## src/rtl/seq_mult_n.sv

```systemverilog
// seq_mult_n: iterative shift-add multiplier, one partial product per clock.
// Signed or unsigned per operation; registered 2N-bit product with done strobe.
//
// Ports:
//   clk    rising-edge clock
//   resetn async active-low reset
//   start  request a multiply (sampled when busy=0)
//   sgn    1 = two's-complement operands, 0 = unsigned
//   a, b   N-bit multiplicand / multiplier
//   busy   high while iterating
//   done   one-cycle pulse, p valid
//   p      2N-bit product, held until next completion
module seq_mult_n #(
  parameter int N = 8
) (
  input  logic           clk,
  input  logic           resetn,
  input  logic           start,
  input  logic           sgn,
  input  logic [N-1:0]   a,
  input  logic [N-1:0]   b,
  output logic           busy,
  output logic           done,
  output logic [2*N-1:0] p
);

  localparam int CW = $clog2(N+1);

  typedef enum logic [1:0] {
    IDLE,
    RUN,
    FIN
  } state_t;

  state_t state, state_nx;

  logic [N-1:0]   mcand;
  logic [N-1:0]   mplier;
  logic [2*N-1:0] acc;
  logic [2*N-1:0] acc_nx;
  logic [2*N-1:0] addend;
  logic [CW-1:0]  cnt;
  logic           neg;
  logic           load;
  logic           last;
  logic [N-1:0]   a_mag;
  logic [N-1:0]   b_mag;

  // Magnitude of the most negative value wraps to itself,
  // which is the correct unsigned magnitude 2^(N-1).
  assign a_mag = (sgn && a[N-1]) ? -a : a;
  assign b_mag = (sgn && b[N-1]) ? -b : b;

  assign last   = (cnt == CW'(N-1));
  assign addend = mplier[0]
                ? ({{N{1'b0}}, mcand} << cnt)
                : '0;
  assign acc_nx = acc + addend;

  assign busy = (state == RUN);
  assign done = (state == FIN);

  always_comb begin
    state_nx = state;
    load     = 1'b0;
    unique case (state)
      IDLE: begin
        if (start) begin
          load     = 1'b1;
          state_nx = RUN;
        end
      end
      RUN: begin
        if (last) state_nx = FIN;
      end
      FIN: begin
        if (start) begin
          load     = 1'b1;
          state_nx = RUN;
        end else begin
          state_nx = IDLE;
        end
      end
      default: state_nx = IDLE;
    endcase
  end

  always_ff @(posedge clk or negedge resetn) begin
    if (!resetn) begin
      state  <= IDLE;
      mcand  <= '0;
      mplier <= '0;
      acc    <= '0;
      cnt    <= '0;
      neg    <= 1'b0;
      p      <= '0;
    end else begin
      state <= state_nx;
      if (load) begin
        mcand  <= a_mag;
        mplier <= b_mag;
        neg    <= sgn & (a[N-1] ^ b[N-1]);
        acc    <= '0;
        cnt    <= '0;
      end else if (state == RUN) begin
        acc    <= acc_nx;
        mplier <= mplier >> 1;
        cnt    <= cnt + CW'(1);
        // Only the completed product is ever exposed on p.
        if (last) p <= neg ? -acc_nx : acc_nx;
      end
    end
  end

endmodule

```

## config.mk

```make
export PLATFORM = sky130hd
export DESIGN_NAME = seq_mult_n
export DESIGN_NICKNAME = d
export VERILOG_FILES = /design/src/rtl/seq_mult_n.sv
export SDC_FILE = /design/constraint.sdc
export NUM_CORES = 1
export LEC_CHECK = 0
export ABC_CLOCK_PERIOD_IN_PS = 5490
export CORE_ASPECT_RATIO = 1.75
export CORE_MARGIN = 10
export CORE_UTILIZATION = 47
export CTS_CLUSTER_SIZE = 20
export DETAILED_ROUTE_END_ITERATION = 6
export GPL_TIMING_DRIVEN = 0
export PLACE_DENSITY = 0.75
export RECOVER_POWER = 100
export SYNTH_ARGS = -nofsm -noshare
export SYNTH_HDL_FRONTEND = slang
export SYNTH_SLANG_ARGS = --single-unit
```

## constraint.sdc

```tcl
create_clock -name clk -period 5.49 [get_ports clk]
set_input_delay 1.098 -clock clk [delete_from_list [all_inputs] [get_ports clk]]
set_output_delay 1.098 -clock clk [all_outputs]
set_load 0.005 [all_outputs]
```

==> results of run 1 <==
## per-layer routing
layer  up-vias  GRT usage [%]  routed length (um)  share of wire (%)
li1       1771              -                   -                  -
met2        82           32.3                5750                 56
met5         -              0                   0                  0
met1      1694           14.4                3720                 36
met3        26           3.25                 453                4.4
met4         0           8.16                 336                3.3
## worst min-delay path, stage by stage, from the launching register on
cell and delay [ns]:
dfrtp_1 0.34, nand2_1 0.04, o21ai_0 0.06
## final cells by class
class | count | share of cell area [%]
Clock inverter | 3 | 0.535
Timing Repair Buffer | 38 | 7.87
Sequential cell | 55 | 29.5
Buffer | 21 | 1.87
Tap cell | 115 | 3.08
Clock buffer | 5 | 2.68
Inverter | 16 | 1.29
Multi-Input combinational cell | 372 | 53.2
## placed cells by master, fill, tap and decap left out, types with 6 or more instances in the layout
master,count
dfrtp_1,55
nand2_1,52
o21ai_0,39
nor2_1,37
a21oi_1,23
clkbuf_1,21
ha_1,19
dlygate4sd3_1,19
a22o_1,17
clkdlybuf4s50_1,17
inv_1,16
xor2_1,16
nand3_1,15
xnor2_1,15
nor2b_1,12
mux2i_1,12
nor3_1,11
a22oi_1,11
nand2b_1,6
mux2_2,6
a21o_1,6
## cell families (layout without fill, tap and decap cells)
logic type	Yosys count	count (layout)	share of synthesized area, %
compound gates	136	136	23.6
mux	20	20	5.49
buf+inv	37	83	3.66
xor+xnor	31	31	6.72
simple gates	165	165	20.1
flops	55	55	34.1
fa+ha+maj	20	20	6.38
## power groups by stage
stage	clock network, mW	logic, mW	registers (mW)
floorplan	0	1.29	0.678
global placement	0	1.73	0.695
detailed placement	0	1.76	0.702
CTS	0.334	1.78	0.695
global route	0.346	1.93	0.715
finish	0.332	1.72	0.693
## worst max-delay path by stage
stage                       from     to  cells past startpoint  slack, ns
after floorplan           cnt[0]  p[13]                     16       1.57
after global placement    cnt[0]  p[13]                     16       0.99
after detailed placement  cnt[0]  p[13]                     16       0.90
after CTS                 cnt[0]  p[13]                     16       0.86
after global routing      cnt[0]  p[13]                     16       0.32
final                     cnt[0]  p[11]                     16       0.70
## state kept, by name (all words and copies together), names as in the netlist
register  flops
cnt           4
mcand         8
acc          16
mplier        8
state         2
neg           1
p            16
## metrics by stage
step           instance area [um^2]  hold WS (ns)  utilization (%)  worst slack [ns]
6_report                       4670         0.471             55.8             0.699
5_1_grt                        4670         0.521             55.8             0.317
4_1_cts                        4720         0.486             56.4             0.860
3_5_place_dp                   4570         0.469             54.6             0.899
3_3_place_gp                   4550         0.460             54.4             0.989
2_1_floorplan                  4040         0.462                -              1.57
==> results.md, run 1 <==
- Inst Count DP: 617
- Non-filler cells, final: 625
- Max-Cap Viols: 1
- Top_reg_cell synth: dfrtp_1
- Crit-path max FO: 10
- Crit share post-route: 87.3%
- Final min period: 4.79 ns
- Crit path capture type: flip-flop
- Peak supply drop: 0.245 mV
- Async S/R FF share, synth: 100%
- CTS root buffer: clkbuf_16
- Max_slew headroom: -14.4%
- Post-CTS Setup Repair Bufs: 0
- Worst skew pair latency: 0.30 ns
- TritonCTS clock tree: yes
- Power Total: 2.75 mW
- Pin count of the biggest net entering global routing: 33
- Hold Path Depth: 2
- Failing checks: max-capacitance violations, max-slew violations
- Ratio of cells with drive above 1 in the final layout: 6.27%
- Power density over cell area: 588 mW/mm^2
- Comb pwr share: 62.7%
- Clk buf depth: 2
- DR DRC count: 0
- Die area: 0.0128 mm^2
- Seq/Total Area, Yosys: 34.1%
- Sequential Area: 0.00138 mm^2
- Top cells by area, synth: dfrtp_1 34%, ha_1 5.9%, nand2_1 4.8%
- Crit path kind: flip-flop to flip-flop
- Critical path buffer and inverter count: 1
- Crit path arrival time: 4.98 ns
- Switching pwr: 1.28 mW
- Critical path's slowest cell: a211oi_1
- R2R depth: 16
- Synth Warn #: 0
- Worst slew pin tran: 1.72 ns
- CTS buffer count: 5
- WL per Instance: 16.4 um
- Post-CTS resize count: 0
- Critical Path Max Stage Delay: 0.60 ns
- Clock skew: 0.00571 ns
- Slew Viols, Final: 33
- Cell count after synthesis: 464
- Site row count: 44
- Largest delay share family, worst path: compound AO/OA/AOI/OAI gates
- # diodes: 0
- Hold_buf cts: 0
- Startpoint types: flip-flop
- Syn_nets: 504
- Final nets: 549
- Final setup TNS: 0 ns
- Vias in the first global route: 3708
- Mean Syn Cell Area: 8.70 um^2
- Vias/cell: 5.72
- Number of synthesized flops with an enable pin: 0
- GPL Wtd Cong: 0.888
- Hold Crit Class: flip-flop to flip-flop
- Iteration count of the initial detailed-routing pass: 4
- Routed Antenna Nets: 0
- F_max: 209 MHz
- First-pass GRT wire length: 17200 um
- Count leader, synth: dfrtp_1
- Seq cells post-synth: 55
- Worst Hold End: p[10]
- Internal Power: 1.47 mW
- Initial Utilization: 48.3%
- Reg2reg start: cnt[0]
- Fillers: 828
- Setup Viol. Count Final: 0
- HPWL after DPL: 8340 um
- Outcome: finished with violations
- Die H: 143 um
- Initial drt markers: 127
- Die Wd: 90.1 um
- Cells along the critical path: clkbuf_1 -> mux2_2 -> nand2_1 -> o21ai_0 -> mux2i_1 -> o32ai_1 -> and2_0 -> ha_1 -> nand2_1 -> o21ai_0 -> nor2_1 -> a211oi_1 -> nand4b_1 -> o21ai_0 -> xnor2_1 -> mux2_2
- Min-delay src: p[10]
- Total length of routed wires: 10300 um
- Vias: 3573
- Synth top area share: 34.1%
- Total gr overflow: 0
- Area occupied by multi-input gates: 0.00249 mm^2
- Htree depth: 2
- Hold Fails Final Rpt: 0
- RSZ-0062 raised after global routing: no
- Synth-to-Final Area Change: 15.7%
- Req. time, crit path: 5.68 ns
- Clock network fraction of total power: 12.1%
- Clock slew at reported path FFs: 0.08 ns
- Distinct cells, synth: 65
- CTS sink count: 55
- Worst R2R End: p[11]
- IO Pins: 38
- Gr usage total: 16.0%
- IO Port Bufs: 37
- Core ar.: 0.00837 mm^2
- Synth top cells by count: 55 x dfrtp_1, 52 x nand2_1, 37 x nor2_1
- Most used cell along the critical path: o21ai_0
- Sequential power share: 25.2%
- Lkg Pwr: 2.04 nW
- FF-to-FF setup slack: 0.70 ns
- Sw Share: 46.7%
- Initial antenna violation count: 0
- Post-synthesis cell area: 0.00404 mm^2
- Largest area contributor in the netlist: dfrtp_1
No activity file was read; power rests on OpenSTA's default activity.
==> run 2, diff against run 1 <==
- CORE_MARGIN: 10 -> 1.5
==> results.md, run 2 (synthesis gave the netlist of run 1 again) <==
- Worst skew pair latency: 0.30 ns (about the same)
- Req. time, crit path: 5.73 ns (+0.05 ns)
- RSZ-0062 raised after global routing: no
- Peak supply drop: 0.286 mV (+17%)
- Vias/cell: 5.74 (+0.45%)
- Ratio of cells with drive above 1 in the final layout: 6.08% (-0.20 points)
- Worst Hold End: p[3]
- Startpoint types: flip-flop
- Final setup TNS: 0 ns (unchanged)
- HPWL after DPL: 8000 um (-4.0%)
- Gr usage total: 23.3% (+7.3 points)
- Worst slew pin tran: 1.73 ns (+0.0160 ns)
- Post-CTS resize count: 0 (unchanged)
- Final min period: 4.77 ns (-0.0204 ns)
- Clk buf depth: 2 (unchanged)
- Site row count: 44 (unchanged)
- Min-delay src: p[3]
- Largest delay share family, worst path: compound AO/OA/AOI/OAI gates
- Hold_buf cts: 0 (unchanged)
- IO Pins: 38 (unchanged)
- Power Total: 2.74 mW (-0.24%)
- Non-filler cells, final: 625 (unchanged)
- CTS buffer count: 5 (unchanged)
- Vias: 3589 (+0.45%)
- IO Port Bufs: 37 (unchanged)
- Pin count of the biggest net entering global routing: 34 (+3.0%)
- Total gr overflow: 0 (unchanged)
- Die H: 126 um (-12%)
- Crit path arrival time: 5.01 ns (+0.03 ns)
- CTS sink count: 55 (unchanged)
- Hold Fails Final Rpt: 0 (unchanged)
- Power density over cell area: 587 mW/mm^2 (-0.19%)
- Crit path capture type: flip-flop
- Max-Cap Viols: 1 (unchanged)
- Cells along the critical path: clkbuf_1 -> mux2_1 -> nor2_1 -> nor2_1 -> a22oi_1 -> o22ai_1 -> and2_0 -> ha_1 -> and2_0 -> o21a_1 -> a21boi_0 -> nor2_1 -> o311ai_1 -> nor3_1 -> a211o_1 -> nand3_1
- Crit path kind: flip-flop to flip-flop
- R2R depth: 16 (unchanged)
- Most frequent cells in the layout: 55 x dfrtp_1, 52 x nand2_1, 39 x o21ai_0, 37 x nor2_1, 23 x a21oi_1
- Die Wd: 73.1 um (-19%)
- Largest regs: acc x16, p x16
- Iteration count of the initial detailed-routing pass: 4 (unchanged)
- Crit-path max FO: 10 (unchanged)
- Reg2reg start: cnt[0]
- Lkg Pwr: 2.05 nW (+0.20%)
- Initial Utilization: 48.6% (+0.32 points)
- Initial drt markers: 279 (+120%)
- Setup Slack @ Placement: 0.993 ns (+0.0944 ns)
- Initial antenna violation count: 0 (unchanged)
- Fillers: 773 (-6.6%)
- Hold Path Depth: 2 (unchanged)
- Post-CTS Setup Repair Bufs: 0 (unchanged)
- # diodes: 0 (unchanged)
- Inst Count DP: 617 (unchanged)
- Crit share post-route: 86.9% (-0.37 points)
- Routed Antenna Nets: 0 (unchanged)
- WL per Instance: 16.0 um (-2.2%)
- Die area: 0.00918 mm^2 (-29%)
- Htree depth: 2 (unchanged)
- F_max: 210 MHz (+0.43%)
- Most used cell along the critical path: nor2_1
- Max_slew headroom: -15.4% (-1.1 points)
- Setup WS post-layout: 0.720 ns (+0.0204 ns)
- Failing checks: max-capacitance violations, max-slew violations
- Final nets: 549 (unchanged)
- Clock skew: 0.0107 ns (+0.00501 ns)
- Synth-to-Final Area Change: 15.7% (about the same)
- Critical Path Max Stage Delay: 0.66 ns (+0.06 ns)
- GPL Wtd Cong: 0.940 (+5.8%)
- Clock slew at reported path FFs: 0.08 ns (about the same)
- Hold Crit Class: flip-flop to flip-flop
- Core ar.: 0.00831 mm^2 (-0.66%)
- CTS root buffer: clkbuf_16
- First-pass GRT wire length: 16800 um (-2.5%)
- Setup Viol. Count Final: 0 (unchanged)
- Slew Viols, Final: 34 (+3.0%)
- FF-to-FF setup slack: 0.72 ns (+0.02 ns)
- DR DRC count: 0 (unchanged)
- Critical path buffer and inverter count: 1 (unchanged)
- Worst hold margin: 0.472 ns (+0.000844 ns)
- Most common cell after layout, fill and taps aside: dfrtp_1
- Total length of routed wires: 10000 um (-2.2%)
- Worst R2R End: p[15]
- TritonCTS clock tree: yes
- Critical path's slowest cell: o311ai_1
- Vias in the first global route: 3672 (-0.97%)
- Outcome: finished with violations
## run 2: where the power goes
part / internal [mW] / total [mW] / switching, mW / leakage, nW
combinational: 0.717 / 1.72 / 0.999 / 1.27
clock: 0.172 / 0.330 / 0.158 / 0.0746
sequential: 0.575 / 0.694 / 0.119 / 0.704
## run 2: area by class of cell
type                    instances  area [um^2]  area share, %
flip-flops and latches         55         1380           29.5
inverters                      16         60.1           1.29
multi-input cells             372         2490           53.3
repair buffers                 38          368           7.88
plain buffers                  21         87.6           1.88
clock inverters                 3         22.5          0.482
well taps                     115          144           3.08
clock buffers                   5          125           2.68
## run 2: per-layer routing
layer / track usage (%) / up-vias / wire length (um)
met1: 22.9 / 1706 / 3630
met5: 0 / - / 0
met3: 2.80 / 30 / 272
met4: 12.2 / 0 / 413
met2: 44.8 / 78 / 5710
li1: - / 1775 / -
## run 2: worst max path at each step
stage | startpoint | endpoint | slack, ns | cells past startpoint
after floorplan | cnt[0] | p[13] | 1.57 | 16
after global placement | cnt[0] | p[13] | 1.05 | 16
after detailed placement | cnt[0] | p[13] | 0.99 | 16
after CTS | cnt[0] | p[13] | 0.94 | 16
after global routing | cnt[0] | p[15] | 0.41 | 16
final | cnt[0] | p[15] | 0.72 | 16
## run 2: worst register-to-register path, delay by kind of cell, from the launching register on
family	cells	cell delay (ns)
buffers and inverters	1	0.45
flip-flops	1	0.49
AO/OA/AOI/OAI	6	2.01
AND/OR/NAND/NOR	7	0.94
adder cells (fa/ha/maj)	1	0.40
multiplexers	1	0.41
## run 2: stage by stage
stage	utilization (%)	area, um^2
after global routing	56.2	4670
after floorplan	-	4040
after detailed placement	54.9	4570
after global placement	54.8	4550
after CTS	56.7	4710
final	56.2	4670
==> run 3, diff against run 2 <==
- SETUP_SLACK_MARGIN: default -> 0.2
==> results of run 3 <==
Same layout as run 2: the final DEF is identical, and so are final timing and power.
